## config.mk

```make
export PLATFORM = sky130hd
export DESIGN_NAME = ce_divider_bank
export DESIGN_NICKNAME = d
export VERILOG_FILES = /design/src/rtl/ce_divider_bank_pkg.sv /design/src/rtl/ce_divider_bank_channel.sv /design/src/rtl/ce_divider_bank.sv
export SDC_FILE = /design/constraint.sdc
export NUM_CORES = 1
export LEC_CHECK = 0
export ABC_AREA = 1
export CORE_MARGIN = 2
export CORE_UTILIZATION = 60
export CTS_CLUSTER_SIZE = 20
export DETAILED_ROUTE_END_ITERATION = 8
export HOLD_SLACK_MARGIN = 0.08
export MAX_ROUTING_LAYER = met4
export PLACE_DENSITY = 0.83
export SETUP_SLACK_MARGIN = 0.3
export SYNTH_ARGS = -nofsm -noshare
export SYNTH_HDL_FRONTEND = slang
export SYNTH_HIERARCHICAL = 1
export SYNTH_SLANG_ARGS = --single-unit
```

## constraint.sdc

```tcl
create_clock -name clk -period 2.9 [get_ports clk]
set_clock_uncertainty 0.15 [all_clocks]
set_input_delay 0.29 -clock clk [delete_from_list [all_inputs] [get_ports clk]]
set_output_delay 0.29 -clock clk [all_outputs]
set_load 0.02 [all_outputs]
```

## src/rtl/ce_divider_bank_pkg.sv

```systemverilog
// ce_pkg: shared defaults and config record for the clock-enable divider bank.
// Fractional dithering is enabled at build time with the CE_FRAC_EN macro.
package ce_pkg;

    localparam int unsigned CE_NUM_CH    = 4;
    localparam int unsigned CE_DIV_W     = 8;
    localparam int unsigned CE_FRAC_W    = 8;
    localparam int unsigned CE_RESET_DIV = 15;

    typedef struct packed {
        logic [CE_DIV_W-1:0]  div;
        logic [CE_FRAC_W-1:0] frac;
    } ce_cfg_t;

    // Channel-select width; a single-channel bank still gets a 1-bit select.
    function automatic int unsigned ce_sel_w(input int unsigned n);
        return (n > 1) ? $clog2(n) : 1;
    endfunction

endpackage

```

## src/rtl/ce_divider_bank_channel.sv

```systemverilog
// ce_channel: one clock-enable divider with shadowed divider reload at period boundaries.
// With CE_FRAC_EN defined, a fractional accumulator stretches selected periods by one cycle.
module ce_channel
    import ce_pkg::*;
#(
`ifdef CE_FRAC_EN
    parameter int unsigned FRAC_W    = CE_FRAC_W,
`endif
    parameter int unsigned DIV_W     = CE_DIV_W,
    parameter int unsigned RESET_DIV = CE_RESET_DIV
) (
    input  logic              clk,
    input  logic              reset,
    input  logic              en,
    input  logic              hold,
    input  logic              sync,
    input  logic              wr,
`ifdef CE_FRAC_EN
    input  logic [FRAC_W-1:0] wr_frac,
`endif
    input  logic [DIV_W-1:0]  wr_div,
    output logic              ce_p,
    output logic              ce_n,
    output logic              sq
);

`ifdef CE_FRAC_EN
    localparam int unsigned CNT_W = DIV_W + 1;
`else
    localparam int unsigned CNT_W = DIV_W;
`endif

    logic [CNT_W-1:0] r_cnt;
    logic [DIV_W-1:0] r_div;
    logic [DIV_W-1:0] r_shadow;
    logic [DIV_W-1:0] w_shadow_nx;
    logic             r_en;
    logic [DIV_W:0]   w_cnt_x;
    logic [DIV_W:0]   w_half;
    logic [DIV_W:0]   w_end;
    logic             w_adv;
    logic             w_restart;
    logic             w_wrap;
    logic             w_load;

    // A write landing in the same cycle as a load is forwarded straight into the active divider.
    assign w_shadow_nx = wr ? wr_div : r_shadow;
    assign w_adv       = r_en & ~hold;
    assign w_restart   = sync | ~r_en;
    assign w_half      = ({1'b0, r_div} + (DIV_W+1)'(1)) >> 1;
    assign w_wrap      = w_adv & (w_cnt_x == w_end);
    assign w_load      = w_restart | w_wrap;

`ifdef CE_FRAC_EN
    logic [FRAC_W-1:0] r_acc;
    logic [FRAC_W-1:0] r_frac;
    logic [FRAC_W-1:0] r_frac_sh;
    logic [FRAC_W-1:0] w_frac_sh_nx;
    logic [FRAC_W:0]   w_acc_sum;
    logic              r_xtra;

    // Carry at a wrap lengthens the following period: cnt runs on to div+1 before wrapping.
    assign w_frac_sh_nx = wr ? wr_frac : r_frac_sh;
    assign w_acc_sum    = {1'b0, r_acc} + {1'b0, r_frac};
    assign w_cnt_x      = r_cnt;
    assign w_end        = {1'b0, r_div} + {{DIV_W{1'b0}}, r_xtra};

    always_ff @(posedge clk or posedge reset) begin
        if (reset) begin
            r_acc     <= '0;
            r_frac    <= '0;
            r_frac_sh <= '0;
            r_xtra    <= 1'b0;
        end else begin
            r_frac_sh <= w_frac_sh_nx;
            if (w_load) r_frac <= w_frac_sh_nx;
            if (w_restart) begin
                r_xtra <= 1'b0;
            end else if (w_wrap) begin
                r_acc  <= w_acc_sum[FRAC_W-1:0];
                r_xtra <= w_acc_sum[FRAC_W];
            end
        end
    end
`else
    assign w_cnt_x = {1'b0, r_cnt};
    assign w_end   = {1'b0, r_div};
`endif

    always_ff @(posedge clk or posedge reset) begin
        if (reset) begin
            r_en     <= 1'b0;
            r_cnt    <= '0;
            r_div    <= DIV_W'(RESET_DIV);
            r_shadow <= DIV_W'(RESET_DIV);
        end else begin
            r_en     <= en;
            r_shadow <= w_shadow_nx;
            if (w_load) r_div <= w_shadow_nx;
            if (w_restart || w_wrap) begin
                r_cnt <= '0;
            end else if (w_adv) begin
                r_cnt <= r_cnt + CNT_W'(1);
            end
        end
    end

    assign ce_p = w_adv & (r_cnt == '0);
    assign ce_n = w_adv & (r_div != '0) & (w_cnt_x == w_half);
    assign sq   = r_en & ((r_div == '0) | (w_cnt_x < w_half));

endmodule

```

## src/rtl/ce_divider_bank.sv

```systemverilog
// ce_divider_bank: NUM_CH independent clock-enable generators with shared config port and sync.
// Define CE_FRAC_EN to build per-channel fractional period dithering; otherwise cfg_frac is ignored.
module ce_divider_bank
    import ce_pkg::*;
#(
    parameter  int unsigned NUM_CH    = CE_NUM_CH,
    parameter  int unsigned DIV_W     = CE_DIV_W,
    parameter  int unsigned RESET_DIV = CE_RESET_DIV,
    parameter  int unsigned FRAC_W    = CE_FRAC_W,
    localparam int unsigned CH_W      = ce_sel_w(NUM_CH)
) (
    input  logic              clk,
    input  logic              reset,
    input  logic [NUM_CH-1:0] en,
    input  logic [NUM_CH-1:0] hold,
    input  logic              sync,
    input  logic              cfg_we,
    input  logic [CH_W-1:0]   cfg_ch,
    input  logic [DIV_W-1:0]  cfg_div,
    input  logic [FRAC_W-1:0] cfg_frac,
    output logic [NUM_CH-1:0] ce_p,
    output logic [NUM_CH-1:0] ce_n,
    output logic [NUM_CH-1:0] sq
);

    logic [NUM_CH-1:0] w_wr;

`ifndef CE_FRAC_EN
    logic w_unused_frac;
    assign w_unused_frac = ^cfg_frac;
`endif

    genvar g;
    generate
        for (g = 0; g < NUM_CH; g++) begin : g_ch
            // Out-of-range channel selects match no channel and are dropped.
            assign w_wr[g] = cfg_we & (cfg_ch == CH_W'(g));

            ce_channel #(
`ifdef CE_FRAC_EN
                .FRAC_W    (FRAC_W),
`endif
                .DIV_W     (DIV_W),
                .RESET_DIV (RESET_DIV)
            ) u_ch (
                .clk     (clk),
                .reset   (reset),
                .en      (en[g]),
                .hold    (hold[g]),
                .sync    (sync),
                .wr      (w_wr[g]),
`ifdef CE_FRAC_EN
                .wr_frac (cfg_frac),
`endif
                .wr_div  (cfg_div),
                .ce_p    (ce_p[g]),
                .ce_n    (ce_n[g]),
                .sq      (sq[g])
            );
        end
    endgenerate

endmodule

```

Yosys cells after proc, flatten, opt, wreduce, memory -nomap -nowiden. Index checks and enable logic that the tools add are counted.

Equal/unequal tests: 11. Magnitude comparators: 4. Reduce and logical (&&, ||, !) cells: 21. Muxes and demuxes: 12. $add $sub $neg: 8. Bitwise logic cells: 48.

Operators by type and width (count): 2-to-1 mux 8 bit (12); == test 8 bit (8); logical NOT 8 bit (8); adder 8 x 1 -> 9 bit (second input constant) (4); adder 8 x 1 -> 8 bit (second input constant) (4); < comparator 8 bit (4); nonzero test 8 bit (4); bitwise AND 1 bit (28); OR 1 bit (12); NOT 1 bit (8); nonzero test 2 bit (4); == test 2 bit (second input constant) (2); logical OR 1 bit (4); == test 2 x 1 -> 1 bit (second input constant) (1); logical NOT 2 bit (1).

Word-level logic and storage cells: 120. Register bits: 100. Bits of input ports: 30. Output and inout bits: 12.

Logic depth before layout (Yosys ltp).
Depth after elaboration: 5. Mapped depth: 11. Depth with buffers taken out: 11.

Hierarchy. The synthesis kept the hierarchy.

By module, submodules not included: ce_channel (instances 4, area each 1619.1 sq um, cells an instance 192, seq. area each 635.6 sq um); ce_divider_bank (instances 1, area each 30.0 sq um, cells an instance 8, seq. area each 0.0 sq um).

Least setup slack after synthesis. No wires, ideal clock.

Path type: register to output. Start: reg g_ch[0].u_ch.r_div[1]. End: out sq[0]. Arrival: 2.053 ns. Path slack: 0.407 ns. Data required time: 2.460 ns. Path buffers: 0. Stages on the path, launching flop included: 10. Cells stage by stage: dfstp_2 ha_1 nand2_1 nor3_1 xor2_1 ha_1 a21oi_1 o21a_1 a21oi_1 nor2_1.

Cells in the longest elaborated chain, start to end: 4. Elaborated cells between the ends (all ways): 5. Classes of those cells: add/sub: 1; order compare: 1; bitwise: 2; reduce/logical: 1.

Ends and longest elaborated chain: from (decl) (RTL line ce_divider_bank_channel.sv:34) `logic [DIV_W-1:0] r_div;`; from (signal assigned) (RTL line ce_divider_bank_channel.sv:94) `r_div <= DIV_W'(RESET_DIV);`; from (signal assigned) (RTL line ce_divider_bank_channel.sv:99) `if (w_load) r_div <= w_shadow_nx;`; adder 8 x 1 -> 9 bit (RTL line ce_divider_bank_channel.sv:50) `assign w_half = ({1'b0, r_div} + (DIV_W+1)'(1)) >> 1;`; < comparator 8 bit (RTL line ce_divider_bank_channel.sv:110) `assign sq = r_en & ((r_div == '0) | (w_cnt_x < w_half));`; OR 1 bit (*) (RTL line ce_divider_bank_channel.sv:110); bitwise AND 1 bit (*) (RTL line ce_divider_bank_channel.sv:110); to (decl) (RTL line ce_divider_bank.sv:23) `output logic [NUM_CH-1:0] sq`.

Every way passes the cells marked *; elsewhere a longest branch is shown, timed or not.

Final worst setup path.
Start: reg g_ch[0].u_ch.r_div[0]. End: out sq[0].

The elaborated chain is that of the path after synthesis.

==> flow_summary_export.csv <==
group,metric,value,unit
critical_path,slowest_delay,590,ps
synthesis,synth_edf_count,0,
timing,finalCritPeriodShare,101.6,%
clock_network,clock_path_buffers,2,
critical_path,path_class,"flop to output pin",
timing,finalSetupTns,-86.31,ps
synthesis,synthCells,776,
floorplan,core_area,10700,um2
drt,drt_iter0_drc,362,
timing,rsz0062_at_grt,"yes",
synthesis,yosysUniqueCellTypes,30,
global_route,grtUsageTotal,29.05,%
power_and_ir_drop,leakage,3.663,nW
critical_path,required,2460,ps
layout,fin_nets,931,
floorplan,die_area,11690,um2
placed_design,hpwl,10.77,mm
layout,antenna_cells,0,
power_and_ir_drop,p_per_area,530.4,nW/um2
drt,avgRoutedWirePerCell,16.00,um
clock_network,clk_latency,370,ps
critical_path,critical_path_buf_inv_count,1,
synthesis,yosys-top-cells-area,"dfrtp_1, dfstp_2, nand2_1",
synthesis,synth_top_area_cell,"dfrtp_1",
synthesis,synth_common_cells,"nand2_1, nand3_1, nor2_1",
drt,dr.pass1.iters,6,
timing,final.min_clock_period,2948,ps
global_route,grt_max_degree,26,
placed_design,place.gp.congestion,0.9195,
critical_path,critPathMaxFanout,3,
critical_path,cp_top_family,"flip-flops",
timing,relSlewSlack,35.23,%
layout,layout-area-overhead-vs-synth,22.79,%
timing,tightest_slew,970.5,ps
power_and_ir_drop,vdd_drop_max,329.5,uV
synthesis,synth.most_common_cell,"nand2_1",
layout,drive_gt1_share,32.63,%
placed_design,io_buffer_count,33,
layout,fillers,723,
floorplan,die_y,108.1,um
synthesis,avgSynthCellArea,8.384,um2
global_route,antenna_found_initial,0,
drt,ant_nets,0,
synthesis,yosysTopAreaCellShare,26.15,%
critical_path,arrival,2510,ps
synthesis,syn_area,6506,um2
timing,setup_viol,2,
synthesis,ys_ff_latch,100,
clock_network,cts_tree,"built",
drt,dr_wl_met2,8.142,mm
timing,max_freq,339.2,MHz
synthesis,ys_seq_area_share,39.08,%
floorplan,start_util,60.82,%
run,drv_cap,0,
global_route,grt_pass1_wl,26.12,mm
placed_design,dpl_worst_slack,-194.1,ps
drt,routed.top_layer,"met4",
synthesis,ys.flop_type,"dfrtp_1",
clock_network,cts.reportedPaths.clkPinSlew,100,ps
global_route,overflow,0,
drt,wl_met1,6.717,mm
drt,dr_wl_met3,685,um
timing,timing.final.ws_setup,-47.76,ps
floorplan,placementRows,38,
clock_network,cts.root.buffer_cell,"clkbuf_8",
drt,routed_via_density,5.685,
critical_path,cp-start-kind,"flop",
drt,drt_wl_total,15.97,mm
timing,slew_viol_final,0,
drt,drc,0,
synthesis,async_flop_share,100.0,%
placed_design,post_dp_cell_area,7102,um2
floorplan,die_w,108.1,um
layout,finish.utilization,74.68,%
critical_path,cp_cell_sequence,"ha_4 -> nand2_2 -> nor3b_2 -> a21oi_1 -> ha_1 -> a21oi_1 -> o21ai_2 -> nand2_1 -> a21oi_2 -> nor2_1 -> buf_4",
clock_network,ctsHoldBuffers,0,
run_status,status,"finished with violations",
synthesis,synth_nets,854,
critical_path,worstSetupEndpointType,"output pin",
clock_network,h-tree-depth,3,
layout,final_area,7989,um2
global_route,grt_pass1_vias,5663,
critical_path,slowest_stage,"dfstp_2",
clock_network,cts_sinks,100,
synthesis,yosys_warnings,6,
critical_path,crit_top_cell,"a21oi_1",
floorplan,ios,42,
drt,vias,5674,
clock_network,cts_buffers,9,
timing,hold_viol_final,0,
run_status,failed_checks,"setup timing",
worst_hold_path,hp-class,"input port to flop",
layout make-up:
| class | instances | area [um2] | share of cell area [%] |
|---|---|---|---|
| Sequential cell | 100 | 2542 | 31.82 |
| Tap cell | 140 | 175.2 | 2.193 |
| Clock inverter | 5 | 81.33 | 1.018 |
| Inverter | 86 | 325.3 | 4.072 |
| Timing Repair Buffer | 78 | 708.2 | 8.865 |
| Multi-Input combinational cell | 578 | 4004 | 50.12 |
| Clock buffer | 11 | 152.6 | 1.911 |
worst register-to-register path, delay by kind of cell (launching register included):
| family | cells | cell delay (ps) |
|---|---|---|
| flops | 1 | 580 |
| buf+inv | 4 | 370 |
| compound gates | 2 | 250 |
| simple gates | 5 | 640 |
kinds of logic after synthesis:
family / Yosys count / synth area share [%]
AO/OA/AOI/OAI: 48 / 4.462
XOR/XNOR: 36 / 4.846
adder cells (fa/ha/maj): 48 / 9.231
buffers and inverters: 98 / 6.808
flip-flops: 100 / 39.08
multiplexers: 36 / 6.154
AND/OR/NAND/NOR: 410 / 29.42
cell usage in the layout (no fill, tap or decap), types with 13 or more instances in the layout:
| master | count |
|---|---|
| xor2_1 | 24 |
| nand2_4 | 14 |
| nor2_1 | 72 |
| dfstp_2 | 32 |
| dfrtp_1 | 68 |
| nand2_1 | 163 |
| ha_4 | 13 |
| ha_1 | 35 |
| a21oi_1 | 16 |
| nand3_1 | 72 |
| nand2_2 | 25 |
| mux2_2 | 32 |
| nor2_2 | 16 |
| buf_4 | 39 |
| inv_2 | 25 |
| inv_1 | 60 |
| clkdlybuf4s50_1 | 22 |
| buf_6 | 14 |
state kept, by name, indices dropped and copies added (netlist names):
signal and count:
g_ch.u_ch/r_cnt 32, g_ch.u_ch/r_en 4, g_ch.u_ch/r_shadow 32, g_ch.u_ch/r_div 32
layer usage:
layer / track usage, % / vias up
li1: - / 2664
met1: 36.22 / 2765
met2: 48.52 / 199
met3: 3.255 / 46
met4: 11.81 / 0
met5: - / -
power breakdown:
part,internal (mW),switching (mW),total (mW),leakage [nW]
logic,0.617,0.776,1.39,2.34
clock network,0.541,0.500,1.04,0.115
registers,1.64,0.166,1.80,1.21
total,2.79,1.44,4.24,3.66
path summary, 6_finish.rpt:
check,from,endpoint,slack (ps),cells past startpoint
min in group asynchronous,reset,g_ch[0].u_ch/r_shadow[4],270,3
setup reg to reg,g_ch[0].u_ch/r_div[1],g_ch[0].u_ch/r_div[1],860,11
setup / recovery,g_ch[0].u_ch/r_div[0],sq[0],-50,11
hold / removal,en[1],g_ch[1].u_ch/r_en,190,1
hold reg to reg,g_ch[2].u_ch/r_shadow[4],g_ch[2].u_ch/r_shadow[4],360,1
max in group asynchronous,reset,g_ch[2].u_ch/r_cnt[7],1550,2
stage by stage:
stage	power (mW)	instances	hold slack [ps]
floorplan	2.535	776	161.4
global placement	2.803	965	332.0
detailed placement	2.874	965	336.4
CTS	4.127	991	182.5
global route	4.462	998	183.3
finish	4.237	998	194.7
timing repair:
action                                  CTS  global route
setup buffers                            10             7
pin swaps                                66            35
endpoints found under the setup margin    8            10
gates resized for setup                 128            28
Power figures use the tool's default switching activity.
